## config.mk

```make
export PLATFORM = sky130hd
export DESIGN_NAME = time_sync_engine
export DESIGN_NICKNAME = d
export VERILOG_FILES = /design/src/rtl/time_sync_engine.sv
export SDC_FILE = /design/constraint.sdc
export NUM_CORES = 1
export LEC_CHECK = 0
export ABC_AREA = 0
export BUFFER_PORTS_ARGS = -buffer_cell sky130_fd_sc_hd__buf_4
export CELL_PAD_IN_SITES_DETAIL_PLACEMENT = 1
export CELL_PAD_IN_SITES_GLOBAL_PLACEMENT = 2
export CORE_UTILIZATION = 25
export DETAILED_ROUTE_END_ITERATION = 12
export PLACE_DENSITY_LB_ADDON = 0.1
export SLEW_MARGIN = 25
export SYNTH_ARGS = -nofsm -noshare
export SYNTH_HDL_FRONTEND = slang
export SYNTH_SLANG_ARGS = --single-unit
```

## constraint.sdc

```tcl
create_clock -name clk -period 2.9 [get_ports clk]
set_input_delay 0.58 -clock clk [delete_from_list [all_inputs] [get_ports clk]]
set_output_delay 0.58 -clock clk [all_outputs]
set_load 0.05 [all_outputs]
```

## src/rtl/time_sync_engine.sv

```systemverilog
// Two-way time-sync engine: an initiator that runs REQ/RESP exchanges and
// collects {t0,t1,t2,t3}, plus a responder that answers inbound REQs.
module time_sync_engine #(
  parameter logic [15:0] TIMEOUT_CYC = 16'd4096
) (
  input  logic        clk,
  input  logic        rst_n,
  input  logic [15:0] local_time,
  input  logic        start_i,
  output logic        tx_valid_o,
  input  logic        tx_ready_i,
  output logic [63:0] tx_msg_o,
  input  logic        rx_valid_i,
  input  logic [63:0] rx_msg_i,
  output logic        update_time_valid_o,
  output logic [63:0] update_time_o,
  output logic        busy_o,
  output logic [7:0]  timeout_cnt_o,
  output logic [7:0]  drop_cnt_o
);

  typedef enum logic [1:0] {
    IDLE,
    REQ_TX,
    WAIT_RESP
  } state_t;

  localparam logic [1:0]  TYPE_REQ     = 2'b01;
  localparam logic [1:0]  TYPE_RESP    = 2'b10;
  localparam logic [15:0] TIMEOUT_LAST = TIMEOUT_CYC - 16'd1;

  state_t      state;
  logic [3:0]  seq;
  logic [15:0] t0;
  logic [15:0] wait_cnt;
  logic        resp_pending;
  logic [3:0]  resp_seq;
  logic [15:0] resp_t1;
  logic        tx_is_resp;

  logic [1:0]  rx_type;
  logic [3:0]  rx_seq;
  logic        rx_req;
  logic        rx_resp;
  logic        rx_bad;
  logic        resp_match;
  logic        resp_shown;
  logic        req_accept;
  logic        load_resp;
  logic        load_req;
  logic [3:0]  eff_seq;
  logic [15:0] eff_t1;
  logic        drop_evt;
  logic        tx_hs;
  logic        rx_unused;

  always_comb begin
    rx_type    = rx_msg_i[63:62];
    rx_seq     = rx_msg_i[61:58];
    rx_unused  = ^rx_msg_i[57:32];
    rx_req     = rx_valid_i && (rx_type == TYPE_REQ);
    rx_resp    = rx_valid_i && (rx_type == TYPE_RESP);
    rx_bad     = rx_valid_i && ((rx_type == 2'b00) || (rx_type == 2'b11));
    resp_match = rx_resp && (state == WAIT_RESP) && (rx_seq == seq);
    resp_shown = tx_valid_o && tx_is_resp;
    req_accept = rx_req && !resp_shown;
    tx_hs      = tx_valid_o && tx_ready_i;
    load_resp  = !tx_valid_o && resp_pending;
    load_req   = !tx_valid_o && !resp_pending && (state == REQ_TX);
    // A REQ arriving in the very cycle the RESP is loaded still overwrites it,
    // so the loaded message takes the incoming seq/t1 directly.
    eff_seq    = req_accept ? rx_seq     : resp_seq;
    eff_t1     = req_accept ? local_time : resp_t1;
    drop_evt   = (rx_req && resp_pending) || (rx_resp && !resp_match) || rx_bad;
  end

  always_ff @(posedge clk or negedge rst_n) begin
    if (!rst_n) begin
      state               <= IDLE;
      seq                 <= '0;
      t0                  <= '0;
      wait_cnt            <= '0;
      resp_pending        <= 1'b0;
      resp_seq            <= '0;
      resp_t1             <= '0;
      tx_is_resp          <= 1'b0;
      tx_valid_o          <= 1'b0;
      tx_msg_o            <= '0;
      update_time_valid_o <= 1'b0;
      update_time_o       <= '0;
      busy_o              <= 1'b0;
      timeout_cnt_o       <= '0;
      drop_cnt_o          <= '0;
    end else begin
      update_time_valid_o <= 1'b0;

      if (tx_hs && tx_is_resp)
        resp_pending <= 1'b0;
      if (req_accept) begin
        resp_pending <= 1'b1;
        resp_seq     <= rx_seq;
        resp_t1      <= local_time;
      end

      if (tx_hs) begin
        tx_valid_o <= 1'b0;
      end else if (load_resp) begin
        tx_valid_o <= 1'b1;
        tx_is_resp <= 1'b1;
        tx_msg_o   <= {TYPE_RESP, eff_seq, 26'd0, eff_t1, local_time};
      end else if (load_req) begin
        tx_valid_o <= 1'b1;
        tx_is_resp <= 1'b0;
        tx_msg_o   <= {TYPE_REQ, seq, 26'd0, local_time, 16'd0};
        t0         <= local_time;
      end

      if (drop_evt && (drop_cnt_o != 8'hFF))
        drop_cnt_o <= drop_cnt_o + 8'd1;

      case (state)
        IDLE: begin
          if (start_i) begin
            state  <= REQ_TX;
            seq    <= seq + 4'd1;
            busy_o <= 1'b1;
          end
        end
        REQ_TX: begin
          if (tx_hs && !tx_is_resp) begin
            state    <= WAIT_RESP;
            wait_cnt <= '0;
          end
        end
        WAIT_RESP: begin
          if (resp_match) begin
            state               <= IDLE;
            busy_o              <= 1'b0;
            update_time_valid_o <= 1'b1;
            update_time_o       <= {t0, rx_msg_i[31:16], rx_msg_i[15:0], local_time};
          end else if (wait_cnt == TIMEOUT_LAST) begin
            state  <= IDLE;
            busy_o <= 1'b0;
            if (timeout_cnt_o != 8'hFF)
              timeout_cnt_o <= timeout_cnt_o + 8'd1;
          end else begin
            wait_cnt <= wait_cnt + 16'd1;
          end
        end
        default: begin
          state  <= IDLE;
          busy_o <= 1'b0;
        end
      endcase
    end
  end

endmodule
```

==> results of run 1 <==
==> cell usage in the layout (no fill, tap or decap), types with 2 or more instances in the layout <==
master	count
a31oi_1	3
or4_4	2
o21a_1	2
nor3_1	6
mux2_2	39
inv_6	2
clkbuf_8	3
nand3_1	11
ha_1	6
nand4_1	14
clkinv_4	5
nand2b_1	6
or3_1	2
and3_1	4
inv_8	5
a2bb2oi_1	2
nor2b_1	5
xor2_1	9
clkbuf_16	17
nand2_1	262
conb_1	26
a21oi_1	6
inv_1	5
a22oi_1	17
dfrtp_1	180
nor4_1	3
a22o_2	2
a21o_1	3
buf_12	3
buf_4	192
xnor2_1	13
nor2_1	16
mux2i_1	4
o21ai_0	46
==> state kept, by name, indices dropped and copies added (netlist names) <==
register	flops
tx_valid_o	1
seq	4
wait_cnt	16
tx_msg_o	38
t0	16
resp_pending	1
update_time_o	64
timeout_cnt_o	8
resp_t1	16
drop_cnt_o	8
state	2
resp_seq	4
busy_o	1
update_time_valid_o	1
==> cell families after synthesis <==
kind of cell	after synthesis	share of synthesized area, %
AND/OR/NAND/NOR	344	19.2
AO/OA/AOI/OAI	94	8.03
XOR/XNOR	22	2.49
buffers and inverters	68	4.81
adder cells (fa/ha/maj)	6	0.969
flip-flops	180	58.1
multiplexers	44	6.33
other	1	0.0484
==> Yosys cell counts (2+ instances only) <==
library cell and instances:
nor2_1 16, a31oi_1 3, clkbuf_1 23, xnor2_1 13, o21a_1 2, inv_1 6
nor2b_1 6, buf_4 28, nor4_1 3, a22oi_1 17, o21ai_0 46, nand3_1 11
a22o_2 2, a21o_1 3, and3_1 4, xor2_1 9, nor3_1 6, nand2b_1 6
mux2_2 39, a21oi_1 7, buf_2 10, nand4_1 14, a2bb2oi_1 2, mux2i_1 4
ha_1 6, or4_4 2, dfrtp_1 180, or3_1 2, nand2_1 262
==> per-stage QoR <==
| stage | std cells | total power, W | util [%] |
|---|---|---|---|
| after floorplan | 784 | 0.00640 | - |
| after global placement | 1314 | 0.00776 | 31.2 |
| after detailed placement | 1314 | 0.00781 | 31.2 |
| after CTS | 1346 | 0.0102 | 33.1 |
| after global routing | 1346 | 0.0107 | 33.1 |
| final | 1346 | 0.0100 | 33.1 |
==> cell type report <==
class	instances	area [um^2]	area share, %
flip-flops and latches	180	4500	44.6
clock inverters	13	134	1.32
repair buffers	196	1520	15.0
well taps	396	495	4.90
clock buffers	19	453	4.48
multi-input cells	536	2980	29.5
inverters	6	22.5	0.223
==> worst register-to-register path: cells and delay by family (launching register included) <==
kind / cells / cell delay (ns)
DFF: 1 / 0.44
AOI/OAI and AO/OA: 1 / 0.34
and+or+nand+nor: 4 / 1.28
==> worst paths after layout <==
check,startpoint,endpoint
worst max-delay path,wait_cnt[13],wait_cnt[13]
min in group clk,rx_msg_i[22],update_time_o[38]
worst min register to register,t0[6],update_time_o[54]
worst max register to register,wait_cnt[13],wait_cnt[13]
max in group asynchronous,rst_n,update_time_o[6]
worst min-delay path,rst_n,update_time_o[32]
==> power groups by stage <==
stage	Combinational [W]	Sequential, W	Clock, W
final	0.00397	0.00370	0.00235
after global routing	0.00431	0.00382	0.00254
after CTS	0.00407	0.00371	0.00245
after detailed placement	0.00406	0.00375	0
after global placement	0.00401	0.00375	0
after floorplan	0.00153	0.00487	0
==> metal layers <==
| metal | global-route usage [%] | share of wire, % |
|---|---|---|
| met1 | 21.8 | 49 |
| met2 | 22.3 | 44 |
| met3 | 3.24 | 6.0 |
| met4 | 3.49 | 0.77 |
| met5 | 0 | 0 |
==> reports/qor.csv, run 1 <==
stage,metric,value,unit
status,run status,finished clean,
cells_and_area,n_diodes,0,
logic_synthesis,Synth area leaders,"dfrtp_1 58%, nand2_1 13%, mux2_2 5.7%",
worst_setup_path,cell family with most CP delay,simple AND/OR/NAND/NOR gates,
place,dpl cell area,9520,um^2
worst_setup_path,startpoint types,flop,
timing,unrepaired setup endpoints after global routing,no,
clock_network,TritonCTS clock tree,yes,
routing,DRT Pass-1 Iters,5,
clock_network,clk root buf,clkbuf_16,
pwr,NetSw,0.00429,W
worst_setup_path,CP max-delay cell,or4_4,
worst_setup_path,worst path arrival time,2.49,ns
cells_and_area,Layout Nets,1028,
place,Final GP Congestion,0.700,
die,die span in x,178,um
clock_network,setup bufs post-CTS,0,
worst_setup_path,CP Class,flop to flop,
logic_synthesis,synthesis warning total,0,
cells_and_area,design area,10100,um^2
routing,Post-Route WL,22900,um
logic_synthesis,Post-synth EDFFs,0,
timing,relative max-transition margin,37.7,%
global_route,pin count of the biggest net entering global routing,65,
routing,iteration-0 DRC count of the detailed router,285,
run,max-cap violations,0,
logic_synthesis,register area share after synthesis,58.1,%
die,core box area,30500,um^2
worst_setup_path,critical path endpoint category,flop,
global_route,total gr overflow,0,
timing,Setup WS post-layout,0.715,ns
die,Chip Height,178,um
clock_network,CTS max path bufs,2,
global_route,first-pass GRT wire length,36400,um
pwr,power density over cell area,991,nW/um^2
place,"worst slack, placed",0.449,ns
logic_synthesis,Synth Register Bits,180,
pwr,combinational group share of total power,39.6,%
worst_setup_path,stages on the worst setup path,5,
timing,fin crit period,2.19,ns
routing,DRC,0,
die,Starting Density,25.4,%
timing,final setup skew,0.0179,ns
clock_network,H-tree depth,4,
logic_synthesis,"Avg Cell Area, Syn",10.2,um^2
timing,fmax,458,MHz
logic_synthesis,top cell type's share of synthesized area,58.1,%
die,Site Rows,64,
logic_synthesis,Mapped Cells,759,
timing,pins over their slew limit,0,
cells_and_area,share of layout cells above drive strength 1,30.2,%
pwr,Clock Power Share,23.5,%
routing,wire length per cell,17.0,um
worst_setup_path,Required @ worst endpoint,3.20,ns
logic_synthesis,Yosys top cell by area,dfrtp_1,
pwr,switching share of total power,42.8,%
timing,Setup TNS,0,ns
pwr,P_int,0.00572,W
timing,final worst path period share,75.4,%
die,total I/O pin count,232,
worst_setup_path,r2r worst-path depth,5,
cells_and_area,Fillers,3447,
worst_setup_path,slowest cell delay on critical path,0.57,ns
global_route,antenna violations before repair,0,
logic_synthesis,Mapped Area,7750,um^2
global_route,vias in the first global route,6120,
worst_setup_path,CP cell instances,or4_4 -> or4_4 -> nand2_4 -> nor2_2 -> a221o_1,
clock_network,clk_lat worst skew,0.44,ns
pwr,P_leak,5.05,nW
die,full die area,31700,um^2
timing,Slew @ Worst Pin,0.934,ns
worst_setup_path,Worst R2R Setup Slack,0.71,ns
place,count of input and output buffers,179,
worst_setup_path,crit path max fanout,6,
clock_network,cts hold-fix bufs,0,
place,post-DP HPWL,15300,um
logic_synthesis,async set or reset register ratio after synthesis,100,%
timing,endpoints failing setup,0,
logic_synthesis,Yosys cell types,56,
clock_network,total CTS buffers,17,
logic_synthesis,top_reg_cell synth,dfrtp_1,
clock_network,Num Clock Sinks,180,
routing,Vias per Instance,4.45,
pwr,peak supply drop,0.407,mV
routing,via total after detailed routing,5992,
timing,final hold vios,0,
timing,hold_ws,0.123,ns
worst_setup_path,Crit path buffers/inverters,0,
worst_setup_path,most frequent CP cell,or4_4,
global_route,Total GRT Usage,14.9,%
cells_and_area,area delta synth->final,30.4,%
clock_network,clock-pin slew on the worst setup and hold paths,0.08,ns
routing,Detail Route Antenna Nets,0,
min_path,worst min path class,primary input to async pin,
pwr,Reg power frac,36.9,%
clock_network,post_cts resized,0,
Note: power is estimated with default switching activity, not from simulation.
==> run 2: changes to the inputs <==
--- a/config.mk
+++ b/config.mk
@@ -5,7 +5,7 @@
 export SDC_FILE = /design/constraint.sdc
 export NUM_CORES = 1
 export LEC_CHECK = 0
-export ABC_AREA = 0
+export ABC_AREA = 1
 export BUFFER_PORTS_ARGS = -buffer_cell sky130_fd_sc_hd__buf_4
 export CELL_PAD_IN_SITES_DETAIL_PLACEMENT = 1
 export CELL_PAD_IN_SITES_GLOBAL_PLACEMENT = 2
==> constraint.sdc (replaced) <==
create_clock -name clk -period 1.9 [get_ports clk]
set_input_delay 0.38 -clock clk [delete_from_list [all_inputs] [get_ports clk]]
set_output_delay 0.38 -clock clk [all_outputs]
set_load 0.05 [all_outputs]
==> reports/qor.csv, run 2 <==
stage,metric,value,unit
pwr,combinational group share of total power,49.1,%
cells_and_area,area delta synth->final,31.2,%
cells_and_area,Top reg by flops,update_time_o,
worst_setup_path,slowest cell delay on critical path,0.39,ns
run,max-cap violations,0,
pwr,NetSw,0.00914,W
worst_setup_path,critical path endpoint category,flop,
clock_network,clock-pin slew on the worst setup and hold paths,0.08,ns
timing,final setup skew,0.0121,ns
worst_setup_path,CP Class,flop to flop,
cells_and_area,share of layout cells above drive strength 1,25.3,%
routing,Vias per Instance,4.21,
die,total I/O pin count,232,
routing,DRC,0,
timing,Slew @ Worst Pin,0.518,ns
die,core box area,30900,um^2
worst_setup_path,Crit path buffers/inverters,2,
routing,DRT Pass-1 Iters,6,
worst_setup_path,CP max-delay cell,dfrtp_1,
clock_network,clk root buf,clkbuf_16,
timing,relative max-transition margin,65.4,%
cells_and_area,number of flip-flops in the largest register,64,
logic_synthesis,"top cells by count, synth","194 x nand2_1, 182 x nor2_1, 180 x dfrtp_1",
timing,final hold vios,0,
place,count of input and output buffers,179,
pwr,peak supply drop,0.766,mV
worst_setup_path,crit path max fanout,15,
global_route,Total GRT Usage,15.3,%
pwr,Clock Power Share,18.4,%
pwr,switching share of total power,48.1,%
cells_and_area,most frequent cells in the layout,"196 x buf_4, 194 x nand2_1, 182 x nor2_1",
place,Final GP Congestion,0.706,
worst_setup_path,most frequent CP cell,nand2_1,
worst_setup_path,reg-to-reg critical path endpoint,timeout_cnt_o[2],
timing,final worst path period share,90.7,%
clock_network,H-tree depth,4,
routing,via total after detailed routing,6378,
global_route,most used routing layer,met2,
logic_synthesis,Mapped Cells,910,
timing,fmax,580,MHz
pwr,P_int,0.00986,W
die,die span in x,180,um
die,full die area,32500,um^2
place,post-DP HPWL,16600,um
clock_network,clk_lat worst skew,0.43,ns
logic_synthesis,register area share after synthesis,56.7,%
worst_setup_path,r2r worst-path depth,11,
clock_network,TritonCTS clock tree,yes,
global_route,vias in the first global route,6811,
die,Starting Density,25.7,%
logic_synthesis,Synth area leaders,"dfrtp_1 57%, nand2_1 9.2%, nor2_1 8.6%",
worst_setup_path,CP cell instances,ha_1 -> nand2_1 -> nor2_4 -> nand2_4 -> clkinv_2 -> nand2_2 -> nor2_2 -> nand3_2 -> buf_12 -> nand2_1 -> o21ai_2,
status,run status,finished clean,
global_route,routing usage on met3,4.81,%
place,"worst slack, placed",-0.0434,ns
die,Site Rows,64,
global_route,total gr overflow,0,
global_route,antenna violations before repair,0,
global_route,met2 Track Usage GR,24.2,%
logic_synthesis,synthesis warning total,0,
cells_and_area,n_diodes,0,
logic_synthesis,top cell type's share of synthesized area,56.7,%
worst_setup_path,worst path arrival time,2.04,ns
clock_network,CTS max path bufs,2,
worst_setup_path,Worst R2R Setup Slack,0.18,ns
logic_synthesis,Post-synth EDFFs,0,
die,Chip Height,180,um
logic_synthesis,Mapped Area,7940,um^2
cells_and_area,"commonest non-fill, non-tap cell in the layout",buf_4,
worst_setup_path,Worst R2R Start,wait_cnt[1],
min_path,Hold Path Origin,tx_ready_i,
timing,endpoints failing setup,0,
routing,Post-Route WL,23700,um
timing,unrepaired setup endpoints after global routing,no,
timing,pins over their slew limit,0,
cells_and_area,Fillers,3640,
timing,Setup TNS,0,ns
timing,Setup WS post-layout,0.176,ns
worst_setup_path,Required @ worst endpoint,2.21,ns
timing,hold_ws,0.141,ns
routing,Detail Route Antenna Nets,0,
min_path,WHS Path Cells,2,
worst_setup_path,startpoint types,flop,
logic_synthesis,Synth Register Bits,180,
pwr,P_leak,5.36,nW
timing,fin crit period,1.72,ns
logic_synthesis,Yosys cell types,33,
logic_synthesis,top-count cell post-synth,nand2_1,
min_path,hold endpoint,tx_valid_o,
logic_synthesis,"Avg Cell Area, Syn",8.73,um^2
global_route,first-pass GRT wire length,38700,um
worst_setup_path,cell family with most CP delay,simple AND/OR/NAND/NOR gates,
global_route,met1 Usage GRT,20.0,%
min_path,worst min path class,primary input to flop,
logic_synthesis,top_reg_cell synth,dfrtp_1,
routing,iteration-0 DRC count of the detailed router,291,
routing,wire length per cell,15.7,um
clock_network,Num Clock Sinks,180,
pwr,power density over cell area,1820,nW/um^2
clock_network,total CTS buffers,17,
global_route,pin count of the biggest net entering global routing,55,
cells_and_area,Largest regs,"update_time_o x64, tx_msg_o x38",
logic_synthesis,async set or reset register ratio after synthesis,100,%
cells_and_area,Final Util,33.7,%
cells_and_area,Layout Nets,1197,
logic_synthesis,Yosys top cell by area,dfrtp_1,
pwr,Reg power frac,32.6,%
## run 2: routing by layer
metal | share of wire [%] | routed length, um
met1 | 47 | 11100
met2 | 46 | 10900
met3 | 6.5 | 1530
met4 | 0.90 | 213
met5 | 0 | 0
## run 2: cell families (layout without fill, tap and decap cells)
| logic type | Yosys count | count (layout) | synth area share [%] |
|---|---|---|---|
| compound gates | 110 | 110 | 7.31 |
| xor+xnor | 25 | 25 | 2.76 |
| fa+ha+maj | 6 | 6 | 0.945 |
| buf+inv | 134 | 318 | 8.36 |
| flops | 180 | 180 | 56.7 |
| other cells | 1 | 26 | 0.0472 |
| simple gates | 454 | 454 | 23.9 |
## run 2: power by group through the flow
stage	Combinational (W)	Sequential, W	Clock (W)
2_1_floorplan	0.00272	0.00975	0
4_1_cts	0.00950	0.00622	0.00364
3_3_place_gp	0.00939	0.00625	0
3_5_place_dp	0.00946	0.00628	0
6_report	0.00932	0.00619	0.00349
5_1_grt	0.0101	0.00642	0.00377
## run 2: worst reg2reg max path, cell delays in order, from the launching register on
cell and delay, ns:
dfrtp_1 0.39, ha_1 0.19, nand2_1 0.10, nor2_4 0.17, nand2_4 0.09, clkinv_2 0.05
nand2_2 0.07, nor2_2 0.15, nand3_2 0.10, buf_12 0.17, nand2_1 0.07, o21ai_2 0.05
## run 2: final cells by class
class,count,area (um^2),area share [%]
Clock buffer,19,443,4.25
Clock inverter,13,123,1.18
Inverter,78,294,2.82
Multi-Input combinational cell,621,2880,27.6
Sequential cell,180,4500,43.2
Tap cell,396,495,4.75
Timing Repair Buffer,208,1690,16.2
## run 2: worst max-delay path by stage
| stage | startpoint | end | slack (ns) | cells after the start |
|---|---|---|---|---|
| floorplan | timeout_cnt_o[0] | timeout_cnt_o[6] | 0.04 | 10 |
| global placement | rx_msg_i[62] | drop_cnt_o[0] | -0.04 | 13 |
| detailed placement | rx_msg_i[62] | drop_cnt_o[1] | -0.04 | 13 |
| CTS | seq[2] | update_time_o[13] | 0.1 | 7 |
| global route | wait_cnt[1] | timeout_cnt_o[2] | 0.02 | 11 |
| finish | wait_cnt[1] | timeout_cnt_o[2] | 0.18 | 11 |
## run 2: repair_timing
| item | 4_1_cts | 5_1_grt |
|---|---|---|
| hold endpoints to repair | 33 | 0 |
| gates resized for setup | 0 | 1 |
| hold buffers | 1 | 0 |
| setup buffers | 0 | 1 |
| setup endpoints to repair | 0 | 2 |
## run 2: through the flow
step / total power, W / cells / cell area [um^2]
finish: 0.0190 / 1515 / 10400
global route: 0.0203 / 1515 / 10400
CTS: 0.0194 / 1514 / 10400
detailed placement: 0.0157 / 1481 / 9840
global placement: 0.0156 / 1481 / 9840
floorplan: 0.0125 / 935 / 8040
==> run 3: changes to the inputs <==
--- a/config.mk
+++ b/config.mk
@@ -9,7 +9,7 @@
 export BUFFER_PORTS_ARGS = -buffer_cell sky130_fd_sc_hd__buf_4
 export CELL_PAD_IN_SITES_DETAIL_PLACEMENT = 1
 export CELL_PAD_IN_SITES_GLOBAL_PLACEMENT = 2
-export CORE_UTILIZATION = 25
+export CORE_UTILIZATION = 27
 export DETAILED_ROUTE_END_ITERATION = 12
 export PLACE_DENSITY_LB_ADDON = 0.1
 export SLEW_MARGIN = 25
==> reports/qor.csv, run 3 (same netlist as run 2, synthesis figures left out) <==
stage,metric,value,unit
cells_and_area,Top reg by flops,update_time_o,
clock_network,total CTS buffers,17,
clock_network,H-tree depth,4,
worst_setup_path,worst path arrival time,2.05,ns
routing,DRC,0,
routing,Detail Route Antenna Nets,0,
status,run status,finished clean,
global_route,total gr overflow,0,
worst_setup_path,Required @ worst endpoint,2.23,ns
worst_setup_path,crit path max fanout,4,
timing,fin crit period,1.73,ns
clock_network,clk root buf,clkbuf_16,
cells_and_area,share of layout cells above drive strength 1,25.4,%
die,full die area,30100,um^2
die,Starting Density,27.5,%
global_route,vias in the first global route,6733,
global_route,Total GRT Usage,16.0,%
routing,Vias per Instance,4.28,
timing,final setup skew,0.0155,ns
timing,endpoints failing setup,0,
routing,via total after detailed routing,6429,
worst_setup_path,CP Class,flop to flop,
cells_and_area,area delta synth->final,31.0,%
place,post-DP HPWL,16100,um
die,Site Rows,62,
timing,hold_ws,0.160,ns
worst_setup_path,Worst R2R Setup Slack,0.17,ns
cells_and_area,Largest regs,"update_time_o x64, tx_msg_o x38",
timing,unrepaired setup endpoints after global routing,no,
timing,pins over their slew limit,0,
clock_network,Num Clock Sinks,180,
routing,iteration-0 DRC count of the detailed router,263,
timing,final worst path period share,90.8,%
die,total I/O pin count,232,
worst_setup_path,r2r worst-path depth,10,
place,Final GP Congestion,0.742,
routing,DRT Pass-1 Iters,4,
routing,Post-Route WL,23200,um
die,Chip Height,174,um
global_route,pin count of the biggest net entering global routing,63,
place,count of input and output buffers,179,
clock_network,TritonCTS clock tree,yes,
die,die span in x,174,um
pwr,power density over cell area,1830,nW/um^2
cells_and_area,number of flip-flops in the largest register,64,
clock_network,clk_lat worst skew,0.43,ns
cells_and_area,"commonest non-fill, non-tap cell in the layout",buf_4,
cells_and_area,Layout Nets,1197,
worst_setup_path,reg-to-reg critical path endpoint,wait_cnt[14],
cells_and_area,n_diodes,0,
worst_setup_path,Crit. Startpoint,wait_cnt[1],
timing,Setup TNS,0,ns
clock_network,clock-pin slew on the worst setup and hold paths,0.08,ns
run,max-cap violations,0,
worst_setup_path,critical path endpoint category,flop,
timing,final hold vios,0,
global_route,first-pass GRT wire length,37800,um
min_path,worst min path class,primary input to flop,
worst_setup_path,Worst R2R Start,wait_cnt[1],
worst_setup_path,CP Capture Point,wait_cnt[14],
worst_setup_path,startpoint types,flop,
pwr,P_leak,5.37,nW
cells_and_area,most frequent cells in the layout,"197 x buf_4, 194 x nand2_1, 182 x nor2_1",
pwr,peak supply drop,0.707,mV
global_route,antenna violations before repair,0,
routing,wire length per cell,15.4,um
timing,fmax,580,MHz
die,core box area,28900,um^2
clock_network,CTS max path bufs,2,
[run 3: changes by cell type in the layout (fill, tap and decap cells not counted)]
cell	change
buf_12	-1
clkinv_2	-1
inv_8	+5
clkbuf_1	-1
clkinv_4	+1
inv_6	-1
clkinv_8	+1
bufinv_16	-1
buf_4	+1
clkinvlp_4	-3
[run 3: report_power, final]
group / leakage (nW) / switching (W) / internal (W)
registers: 2.30 / 0.000864 / 0.00536
clock network: 0.284 / 0.00176 / 0.00179
logic: 2.78 / 0.00662 / 0.00263
[run 3: metal layers]
layer / GRT usage (%) / routed length (um) / part of all wire (%) / vias to the layer above
met5: 0 / 0 / 0 / -
met4: 3.21 / 148 / 0.64 / 0
met3: 4.32 / 1300 / 5.6 / 9
met2: 26.0 / 10800 / 47 / 144
met1: 21.2 / 10900 / 47 / 3105
li1: - / - / - / 3171
[run 3: cell type report]
| type | count | area, um^2 |
|---|---|---|
| fillers | 3445 | 18400 |
| flip-flops and latches | 180 | 4500 |
| multi-input cells | 621 | 2880 |
| repair buffers | 208 | 1670 |
| well taps | 384 | 480 |
| clock buffers | 18 | 439 |
| inverters | 78 | 294 |
| clock inverters | 14 | 138 |
[run 3: worst min-delay path by stage]
stage                from          endpoint  slack [ns]  depth (start not counted)
6_report       tx_ready_i        tx_valid_o        0.16                          2
5_1_grt        tx_ready_i        tx_valid_o        0.16                          2
4_1_cts        tx_ready_i        tx_valid_o        0.15                          2
3_5_place_dp        rst_n  timeout_cnt_o[7]        0.29                          1
3_3_place_gp        rst_n  timeout_cnt_o[7]        0.29                          1
2_1_floorplan       rst_n            busy_o        0.08                          0
[run 3: through the flow]
stage	setup WS, ns	area (um^2)	total power [W]	utilization, %	std cells
CTS	0.0608	10400	0.0194	36.1	1503
global route	0.0116	10400	0.0203	36.1	1503
floorplan	0.0450	8040	0.0125	-	935
detailed placement	-0.0174	9820	0.0157	34.0	1470
finish	0.175	10400	0.0190	36.1	1503
global placement	0.0567	9820	0.0156	34.0	1470
[run 3: what timing repair did]
item,4_1_cts,5_1_grt
resized for setup,0,1
setup buffers,0,0
endpoints found under the hold margin,21,0
endpoints found under the setup margin,0,30
hold buffers,1,0
[run 3: critical path, stage by stage, from the launching register on]
cell and delay [ns]:
dfrtp_1 0.39, ha_1 0.18, nand2_1 0.11, nor2_4 0.16, buf_4 0.14, inv_1 0.05
nor2_1 0.18, nand3_1 0.15, xor2_1 0.17, nand2_1 0.06, nand2_1 0.04
